==> config.mk <==
export PLATFORM = sky130hd
export DESIGN_NAME = serial_add_ctrl
export DESIGN_NICKNAME = d
export VERILOG_FILES = /design/src/rtl/serial_add_pkg.sv /design/src/rtl/serial_add_sipo.sv /design/src/rtl/serial_add_ctrl.sv
export SDC_FILE = /design/constraint.sdc
export NUM_CORES = 1
export LEC_CHECK = 0
export CORE_ASPECT_RATIO = 1.75
export CORE_UTILIZATION = 52
export CTS_BUF_LIST = sky130_fd_sc_hd__clkbuf_4 sky130_fd_sc_hd__clkbuf_8 sky130_fd_sc_hd__clkbuf_16
export DETAILED_ROUTE_END_ITERATION = 8
export PLACE_DENSITY = 0.95
export SYNTH_ARGS = -nofsm -noshare
export SYNTH_HDL_FRONTEND = slang
export SYNTH_SLANG_ARGS = --single-unit
==> constraint.sdc <==
create_clock -name ck -period 4.7 [get_ports ck]
set_input_delay 0.94 -clock ck [delete_from_list [all_inputs] [get_ports ck]]
set_output_delay 0.94 -clock ck [all_outputs]
set_load 0.01 [all_outputs]
==> src/rtl/serial_add_pkg.sv <==
// Shared types and sizing helpers for the bit-serial adder sequencer.
package serial_add_pkg;

    localparam int unsigned DEF_W = 8;

    typedef enum logic [1:0] {
        StIdle,
        StRun,
        StDrain,
        StDone
    } state_e;

    function automatic int unsigned cnt_width(input int unsigned w);
        return $clog2(w);
    endfunction

endpackage

==> src/rtl/serial_add_sipo.sv <==
// W-bit right-shift capture register: new bits enter at the MSB, clear has priority.
module serial_add_sipo #(
    parameter int unsigned W = 8
) (
    input  logic         ck,
    input  logic         rst_n,
    input  logic         i_clr,
    input  logic         i_en,
    input  logic         i_bit,
    output logic [W-1:0] o_q
);

    logic [W-1:0] r_q;

    always_ff @(posedge ck or negedge rst_n) begin
        if (!rst_n) begin
            r_q <= '0;
        end else if (i_clr) begin
            r_q <= '0;
        end else if (i_en) begin
            r_q <= {i_bit, r_q[W-1:1]};
        end
    end

    assign o_q = r_q;

endmodule

==> src/rtl/serial_add_ctrl.sv <==
// Bit-serial add sequencer around an external registered 1-bit full adder.
// Define SERIAL_ADD_SUB_EN to add the in_sub port (two's-complement subtract).
module serial_add_ctrl
    import serial_add_pkg::*;
#(
    parameter int unsigned W = DEF_W
) (
    input  logic         ck,
    input  logic         rst_n,
    input  logic         in_valid,
    output logic         in_ready,
    input  logic [W-1:0] in_a,
    input  logic [W-1:0] in_b,
    input  logic         in_ci,
`ifdef SERIAL_ADD_SUB_EN
    input  logic         in_sub,
`endif
    output logic         out_valid,
    input  logic         out_ready,
    output logic [W-1:0] out_sum,
    output logic         out_co,
    output logic         fa_a,
    output logic         fa_b,
    output logic         fa_ci,
    input  logic         fa_s,
    input  logic         fa_co
);

    localparam int unsigned CNT_W = cnt_width(W);
    localparam logic [CNT_W-1:0] CNT_LAST = CNT_W'(W - 1);

    state_e           r_state;
    state_e           w_state_d;
    logic [CNT_W-1:0] r_cnt;
    logic [W-1:0]     r_a_sh;
    logic [W-1:0]     r_b_sh;
    logic             r_ci0;
    logic             r_co;

    logic             w_load;
    logic             w_run;
    logic             w_sum_en;
    logic             w_co_ld;
    logic [W-1:0]     w_b_in;
    logic             w_ci_in;

`ifdef SERIAL_ADD_SUB_EN
    // Subtract as a + ~b + 1; out_co=1 then means no borrow.
    assign w_b_in  = in_sub ? ~in_b : in_b;
    assign w_ci_in = in_sub ? 1'b1 : in_ci;
`else
    assign w_b_in  = in_b;
    assign w_ci_in = in_ci;
`endif

    always_ff @(posedge ck or negedge rst_n) begin
        if (!rst_n) begin
            r_state <= StIdle;
        end else begin
            r_state <= w_state_d;
        end
    end

    always_comb begin
        w_state_d = r_state;
        w_load    = 1'b0;
        w_run     = 1'b0;
        w_sum_en  = 1'b0;
        w_co_ld   = 1'b0;
        in_ready  = 1'b0;
        out_valid = 1'b0;
        fa_a      = 1'b0;
        fa_b      = 1'b0;
        fa_ci     = 1'b0;
        unique case (r_state)
            StIdle: begin
                in_ready = 1'b1;
                if (in_valid) begin
                    w_load    = 1'b1;
                    w_state_d = StRun;
                end
            end
            StRun: begin
                w_run = 1'b1;
                fa_a  = r_a_sh[0];
                fa_b  = r_b_sh[0];
                // Bit 0 never sees a stale carry from the previous word.
                fa_ci = (r_cnt == '0) ? r_ci0 : fa_co;
                // fa output lags one cycle, so capture starts at bit 1.
                w_sum_en = (r_cnt != '0);
                if (r_cnt == CNT_LAST) begin
                    w_state_d = StDrain;
                end
            end
            StDrain: begin
                w_sum_en  = 1'b1;
                w_co_ld   = 1'b1;
                w_state_d = StDone;
            end
            StDone: begin
                out_valid = 1'b1;
                if (out_ready) begin
                    w_state_d = StIdle;
                end
            end
            default: w_state_d = StIdle;
        endcase
    end

    always_ff @(posedge ck or negedge rst_n) begin
        if (!rst_n) begin
            r_cnt  <= '0;
            r_a_sh <= '0;
            r_b_sh <= '0;
            r_ci0  <= 1'b0;
            r_co   <= 1'b0;
        end else begin
            if (w_load) begin
                r_a_sh <= in_a;
                r_b_sh <= w_b_in;
                r_ci0  <= w_ci_in;
                r_cnt  <= '0;
            end else if (w_run) begin
                r_a_sh <= {1'b0, r_a_sh[W-1:1]};
                r_b_sh <= {1'b0, r_b_sh[W-1:1]};
                r_cnt  <= r_cnt + CNT_W'(1);
            end
            if (w_co_ld) begin
                r_co <= fa_co;
            end
        end
    end

    serial_add_sipo #(
        .W (W)
    ) u_sum_sh (
        .ck    (ck),
        .rst_n (rst_n),
        .i_clr (w_load),
        .i_en  (w_sum_en),
        .i_bit (fa_s),
        .o_q   (out_sum)
    );

    assign out_co = r_co;

endmodule

Yosys cells after proc, flatten, opt, wreduce, memory -nomap -nowiden

Cells that the tools add are included.

Eq/ne operators: 7
Reductions and logical operators: 6
Add/sub/neg operators: 1
Muxes and demuxes: 23

Operators by type and width:

| operator                                                               | number |
|---|---|
| 8-bit two-way mux                                                      | 6 |
| 1-bit two-way mux                                                      | 10 |
| 2-bit one-hot mux with 4 select lines                                  | 1 |
| 2-bit two-way mux                                                      | 3 |
| 3-bit two-way mux                                                      | 2 |
| 2-bit != test (second input constant)                                  | 3 |
| 2-bit equality test (second input constant)                            | 2 |
| 2-bit nonzero test                                                     | 2 |
| 3-bit by 1-bit adder with 3-bit output (second input constant)         | 1 |
| 3-bit equality test (second input constant)                            | 1 |
| 3-bit logical NOT                                                      | 1 |
| 3-bit AND reduction                                                    | 1 |
| 3-bit nonzero test                                                     | 1 |
| 2-bit by 1-bit equality test with 1-bit output (second input constant) | 1 |
| 2-bit logical NOT                                                      | 1 |
| 1-bit one-hot mux with 2 select lines                                  | 1 |

Output and inout port bits: 14
Logic and storage cells: 44
Bits in registers: 31

Logic depth before layout (Yosys ltp)

Gate-level depths: netlist (run 1).

Depth in word-level cells: 4
Depth in mapped cells: 7

Cells and area by module

From an unflattened synthesis (run 1), not the netlist that was laid out.

Cell total of the unflattened synthesis: 139
Area, all modules: 1502.7 µm²

Modules (own cells, without submodules):

| module          | area each (µm²) | instances | cells each |
|---|---|---|---|
| serial_add_ctrl | 1177.4          | 1         | 113 |
| serial_add_sipo | 325.3           | 1         | 26 |

Worst setup path after synthesis (run 1)

OpenSTA, ideal clock, no wires.

Path kind: input-to-output
Start point: input port fa_co
End point: output port fa_ci
Stages: 2
Slack: 2.580 ns
Data arrival time: 1.180 ns
Cells stage by stage: mux2i_1 -> nor2b_1

Word-level cells in the longest chain between the ends: 2

Ends and longest elaborated chain:

| item              | RTL line              | text |
|---|---|---|
| start, declared   | serial_add_ctrl.sv:26 | `input logic fa_co` |
| 1-bit two-way mux | serial_add_ctrl.sv:88 | `fa_ci = (r_cnt == '0) ? r_ci0 : fa_co;` |
| 1-bit two-way mux | serial_add_ctrl.sv:75 | `unique case (r_state)` |
| end, declared     | serial_add_ctrl.sv:24 | `output logic fa_ci,` |

Every way passes these cells.

Final worst setup path (run 1)

Same ends and word-level chain as after synthesis.

==> flow_summary.yaml, run 1 <==
clock_tree:
  hold_buffers: 0
  cts_tree: "done"
  root_buffer: "clkbuf_8"
  clk_pin_slew_worst_paths_ns: 0.06
  cts_buffers: 5
  cts.sinks: 31
  cts_htree_levels: 2
  post_cts_resized: 0
  post_cts_buffers: 0
  clkLatencyLatePin_ns: 0.28
  clk_path_buf_depth: 2
detailed_routing:
  firstDrtPassIters: 4
  wire_per_inst_um: 14.3
  ant_nets: 0
  drc: 0
  drt_wl_total_um: 2930
  avgViaCountPerCell: 5.28
  drt_iter0_drc: 11
  detailroute.via_count: 1082
final_layout:
  final_common_cell: "clkdlybuf4s50_1"
  area_growth_pct: 29.3
  fin_nets: 210
  instances_no_fill: 205
  final_cell_mix: "clkdlybuf4s50_1 (36), nand2_1 (32), dfrtp_1 (31)"
  drive_above_1_share: 0.0562
  diodes: 0
floorplan:
  coreArea_mm2: 0.00272
  ios: 37
  die_y_um: 73.4
  num_rows: 25
  start_util: 0.556
  die_w_um: 42.8
  fp.dieArea_mm2: 0.00314
logic_synthesis:
  synth_area_per_cell_um2: 10.7
  synth_cell_type_count: 18
  synth-simple-area-share: 0.120
  synth-xor-area-share: 0.00579
  synth_top_family_by_area: "multiplexers"
  yosys-top-cells-area: "dfrtp_1 (51%), mux2i_1 (17%), nand2_1 (7.9%)"
  synth_area_mm2: 0.00151
  synthAdderAreaFrac: 0.0662
  synth_cells: 142
  synth_top_area_frac: 0.513
  yosysSeqAreaShare: 0.513
  synth_nets: 173
  yosys_warnings: 0
  yosysTopAreaCell: "dfrtp_1"
  synth_mux_area_frac: 0.187
  synth-seq-cells: 31
  synth_compound_area_frac: 0.0629
setup_path:
  crit_chain: "clkdlybuf4s50_1 > mux2i_1 > nor2b_1 > clkdlybuf4s50_1"
  critPathMaxStageDelay_ns: 0.54
  cp-end-kind: "primary output"
  cp_slowest_cell: "clkdlybuf4s50_1"
  cpMostUsedCell: "clkdlybuf4s50_1"
  path_delay_family: "buffers and inverters"
  worst_ep_arrival_time_ns: 2.14
  start_kind: "input port"
  critPathRequiredTime_ns: 3.76
  crit_fanout: 2
  criticalPathCategory: "in2out"
  crit_buf_inv: 2
grt:
  grt_max_degree: 35
  grt-ovfl-total: 0
  grt_antenna_before_repair: 0
  grt_pass1_vias: 1175
  grt_pass1_wl_um: 4930
  gr-usage-all-layers: 0.215
placement:
  dpl.hpwl_um: 2170
  gp_congestion: 0.749
  dp.cells: 199
  io_buffers: 36
job:
  cap_violations: 0
sta:
  finalCritPeriodShare: 0.656
  whs_ns: 0.494
  min_period_ns: 3.08
  rsz0062_at_grt: "false"
  finalClockSkew_ns: 0.00415
  slew_headroom: 0.382
  finalSetupViolCount: 0
  tns_ns: 0
  max_freq_mhz: 324
  worstMarginPinSlew_ns: 0.928
  hold_viol: 0
  slew_violations: 0
power_and_ir_drop:
  power.density_mw_per_mm2: 625
  vdd_drop_max_mv: 0.362
  leakagePower_uw: 0.000920
min_path:
  hold_path.class: "reg2reg"
status:
  status: "complete, no violations"
## where the power goes
part	internal, uW	switching, uW	total [uW]	leakage, uW
Sequential	386	71.9	457	0.000397
Combinational	292	283	575	0.000483
Clock	104	86.6	191	0.0000406
## registers in the layout (all words and copies together), names as in the netlist
| register | count |
|---|---|
| r_state | 2 |
| u_sum_sh.o_q | 8 |
| r_ci0 | 1 |
| r_b_sh | 8 |
| r_a_sh | 8 |
| r_cnt | 3 |
| out_co | 1 |
## worst min-delay path, stage by stage (launching register included)
cell     delay (ns)
dfrtp_1        0.35
nand2_1        0.05
nand2_1        0.06
## cells in the mapped netlist (all sizes together)
master    n
mux2i    26
xnor2     1
dfrtp    31
clkbuf    3
mux2      2
a222oi    1
and2      3
inv       7
o21ai    14
nor2      4
nor2b     2
buf       5
ha        8
nand3b    2
a2bb2oi   1
nand2    32
## worst paths after layout
check	cells after the start	slack, ns	end	from
worst max register to register	5	2.75	r_state[1]	r_state[1]
worst max-delay path	4	1.62	fa_ci	fa_co
max in group asynchronous	2	3.38	r_a_sh[1]	rst_n
min in group asynchronous	2	1.04	u_sum_sh.o_q[4]	rst_n
worst min-delay path	2	0.49	r_ci0	r_ci0
worst min register to register	2	0.49	r_ci0	r_ci0
## stage by stage
step	power (uW)	instance area [um^2]	util	setup WS, ns
2_1_floorplan	852	1510	-	2.58
3_3_place_gp	992	1880	0.691	1.65
3_5_place_dp	1040	1880	0.691	1.62
4_1_cts	1240	1960	0.719	1.61
5_1_grt	1320	1960	0.719	1.56
6_report	1220	1960	0.719	1.62
## cell families (layout without fill, tap and decap cells)
group / after synthesis / after routing
AND/OR/NAND/NOR: 43 / 43
flip-flops: 31 / 31
multiplexers: 28 / 28
AO/OA/AOI/OAI: 16 / 16
buffers and inverters: 15 / 51
adder cells (fa/ha/maj): 8 / 8
XOR/XNOR: 1 / 1
## layout make-up
cell class / instances / area [um^2]
sequential: 31 / 776
fill: 211 / 766
multi-input combinational: 96 / 668
timing repair buffer: 38 / 375
clock buffer: 6 / 76.3
tap: 27 / 33.8
inverter: 7 / 26.3
## routing by layer
| metal | GRT usage | vias to the layer above | share of wire | wire length [um] |
|---|---|---|---|---|
| li1 | - | 537 | - | - |
| met2 | 0.392 | 25 | 0.57 | 1680 |
| met1 | 0.212 | 512 | 0.37 | 1070 |
| met4 | 0.146 | 0 | 0.031 | 92 |
| met3 | 0.0393 | 8 | 0.028 | 83 |
| met5 | 0 | - | 0 | 0 |
Note: power is estimated with default switching activity, not from simulation.
==> run 2: changes to the inputs <==
--- a/config.mk
+++ b/config.mk
@@ -6,10 +6,10 @@
 export NUM_CORES = 1
 export LEC_CHECK = 0
 export CORE_ASPECT_RATIO = 1.75
-export CORE_UTILIZATION = 52
+export CORE_UTILIZATION = 44
 export CTS_BUF_LIST = sky130_fd_sc_hd__clkbuf_4 sky130_fd_sc_hd__clkbuf_8 sky130_fd_sc_hd__clkbuf_16
 export DETAILED_ROUTE_END_ITERATION = 8
-export PLACE_DENSITY = 0.95
+export PLACE_DENSITY = 0.87
 export SYNTH_ARGS = -nofsm -noshare
 export SYNTH_HDL_FRONTEND = slang
 export SYNTH_SLANG_ARGS = --single-unit
==> constraint.sdc (replaced) <==
create_clock -name ck -period 2.8 [get_ports ck]
set_input_delay 0.56 -clock ck [delete_from_list [all_inputs] [get_ports ck]]
set_output_delay 0.56 -clock ck [all_outputs]
set_load 0.01 [all_outputs]
==> run 2 against run 1 <==
Effect of this change: via count is 2.0% higher; largest cell class unchanged; final cell count is 9.8% higher; non-clock buffer count is 2 higher; clock power is 100% higher; setup slack worse by 1.3 ns; sequential cell count stayed put; count of clock-buffer cells in the layout is 2 higher; utilization is 9.0 points lower.
==> flow_summary.yaml, run 2 (synthesis gave the netlist of run 1 again) <==
status:
  status: "complete, no violations"
sta:
  slew_violations: 0
  slew_headroom: 0.606
  finalSetupViolCount: 0
  tns_ns: 0
  hold_viol: 0
  setup_ws_ns: 0.327
  worstMarginPinSlew_ns: 0.590
  max_freq_mhz: 404
  rsz0062_at_grt: "false"
  finalCritPeriodShare: 0.883
  finalClockSkew_ns: 0.00614
  min_period_ns: 2.47
detailed_routing:
  wire_per_inst_um: 13.1
  drt_iter0_drc: 21
  detailroute.via_count: 1104
  avgViaCountPerCell: 4.91
  firstDrtPassIters: 4
  ant_nets: 0
  drc: 0
  drt_wl_total_um: 2950
power_and_ir_drop:
  vdd_drop_max_mv: 0.599
  leakagePower_uw: 0.000945
  power.density_mw_per_mm2: 1060
final_layout:
  instances_no_fill: 225
  drive_above_1_share: 0.0769
  final_cell_mix: "clkdlybuf4s50_1 (36), nand2_1 (32), dfrtp_1 (31)"
  diodes: 0
  fin_nets: 212
  final_common_cell: "clkdlybuf4s50_1"
  fill_cells: 262
  area_growth_pct: 33.4
floorplan:
  fp.dieArea_mm2: 0.00369
  die_w_um: 46.3
  coreArea_mm2: 0.00321
  start_util: 0.471
  num_rows: 27
  die_y_um: 79.6
  ios: 37
clock_tree:
  cts.sinks: 31
  cts_buffers: 5
  clkLatencyLatePin_ns: 0.28
  post_cts_resized: 0
  cts_htree_levels: 2
  post_cts_buffers: 0
  clk_pin_slew_worst_paths_ns: 0.06
  root_buffer: "clkbuf_8"
  clk_path_buf_depth: 2
  cts_tree: "done"
  hold_buffers: 0
grt:
  gr-usage-all-layers: 0.186
  grt_pass1_vias: 1154
  grt_max_degree: 35
  grt_antenna_before_repair: 0
  grt-ovfl-total: 0
  grt_pass1_wl_um: 4890
setup_path:
  startpoint: "r_cnt[0]"
  crit_buf_inv: 2
  critPathMaxStageDelay_ns: 0.54
  cpMostUsedCell: "nor2b_1"
  rr_startpoint: "r_state[1]"
  cp_slowest_cell: "clkdlybuf4s50_1"
  criticalPathCategory: "reg2out"
  crit_chain: "inv_1 > ha_1 > nor2b_1 > mux2i_1 > nor2b_1 > clkdlybuf4s50_1"
  worst_ep_arrival_time_ns: 1.91
  start_kind: "flip-flop"
  critPathRequiredTime_ns: 2.24
  cp-end-kind: "primary output"
  path_delay_family: "buffers and inverters"
  crit_fanout: 3
placement:
  io_buffers: 36
  dp_slack_ns: 0.462
  gp_congestion: 0.745
  dp.cells: 217
  dpl.hpwl_um: 2220
min_path:
  hp-start: "r_ci0"
  hold_path.class: "reg2reg"
job:
  cap_violations: 0
[run 2: cell count changes in the layout (fill, tap and decap cells not counted), sizes merged]
cell    previous run  this run
clkbuf             6         8
buf                2         4
[run 2: final cells by class]
| class | count | area (um^2) | share of cell area |
|---|---|---|---|
| sequential | 31 | 776 | 0.384 |
| multi-input combinational | 96 | 668 | 0.331 |
| timing repair buffer | 40 | 390 | 0.193 |
| clock buffer | 8 | 104 | 0.0515 |
| tap | 43 | 53.8 | 0.0267 |
| inverter | 7 | 26.3 | 0.0130 |
[run 2: metal layers]
layer	up-vias	part of all wire	track usage
met1	525	0.39	0.188
met3	4	0.047	0.0566
met5	-	0	0
met2	27	0.54	0.328
met4	0	0.019	0.0794
li1	548	-	-
[run 2: tightest hold or removal path, stage by stage (launching register included)]
cell and delay [ns]:
dfrtp_1 0.37, nand2_1 0.06, nand2_1 0.06
[run 2: where the power goes]
group	internal (uW)	leakage [uW]	total (uW)	switching [uW]
Clock	234	0.0000549	385	151
Combinational	505	0.000493	987	482
Sequential	646	0.000397	759	113
[run 2: path summary, 6_finish.rpt]
path / endpoint / slack (ns) / depth (start not counted)
worst max register to register: u_sum_sh.o_q[1] / 0.84 / 6
worst min-delay path: r_ci0 / 0.51 / 2
max in group asynchronous: u_sum_sh.o_q[7] / 1.84 / 2
min in group asynchronous: r_a_sh[1] / 0.68 / 2
worst min register to register: r_ci0 / 0.51 / 2
worst max-delay path: fa_ci / 0.33 / 6
[run 2: through the flow]
stage | area, um^2 | hold WS (ns) | total power [uW] | util
3_3_place_gp | 1910 | 0.487 | 1690 | 0.596
6_report | 2020 | 0.513 | 2130 | 0.629
5_1_grt | 2020 | 0.546 | 2290 | 0.629
3_5_place_dp | 1910 | 0.502 | 1760 | 0.596
2_1_floorplan | 1510 | 0.264 | 1430 | -
4_1_cts | 2020 | 0.519 | 2150 | 0.629
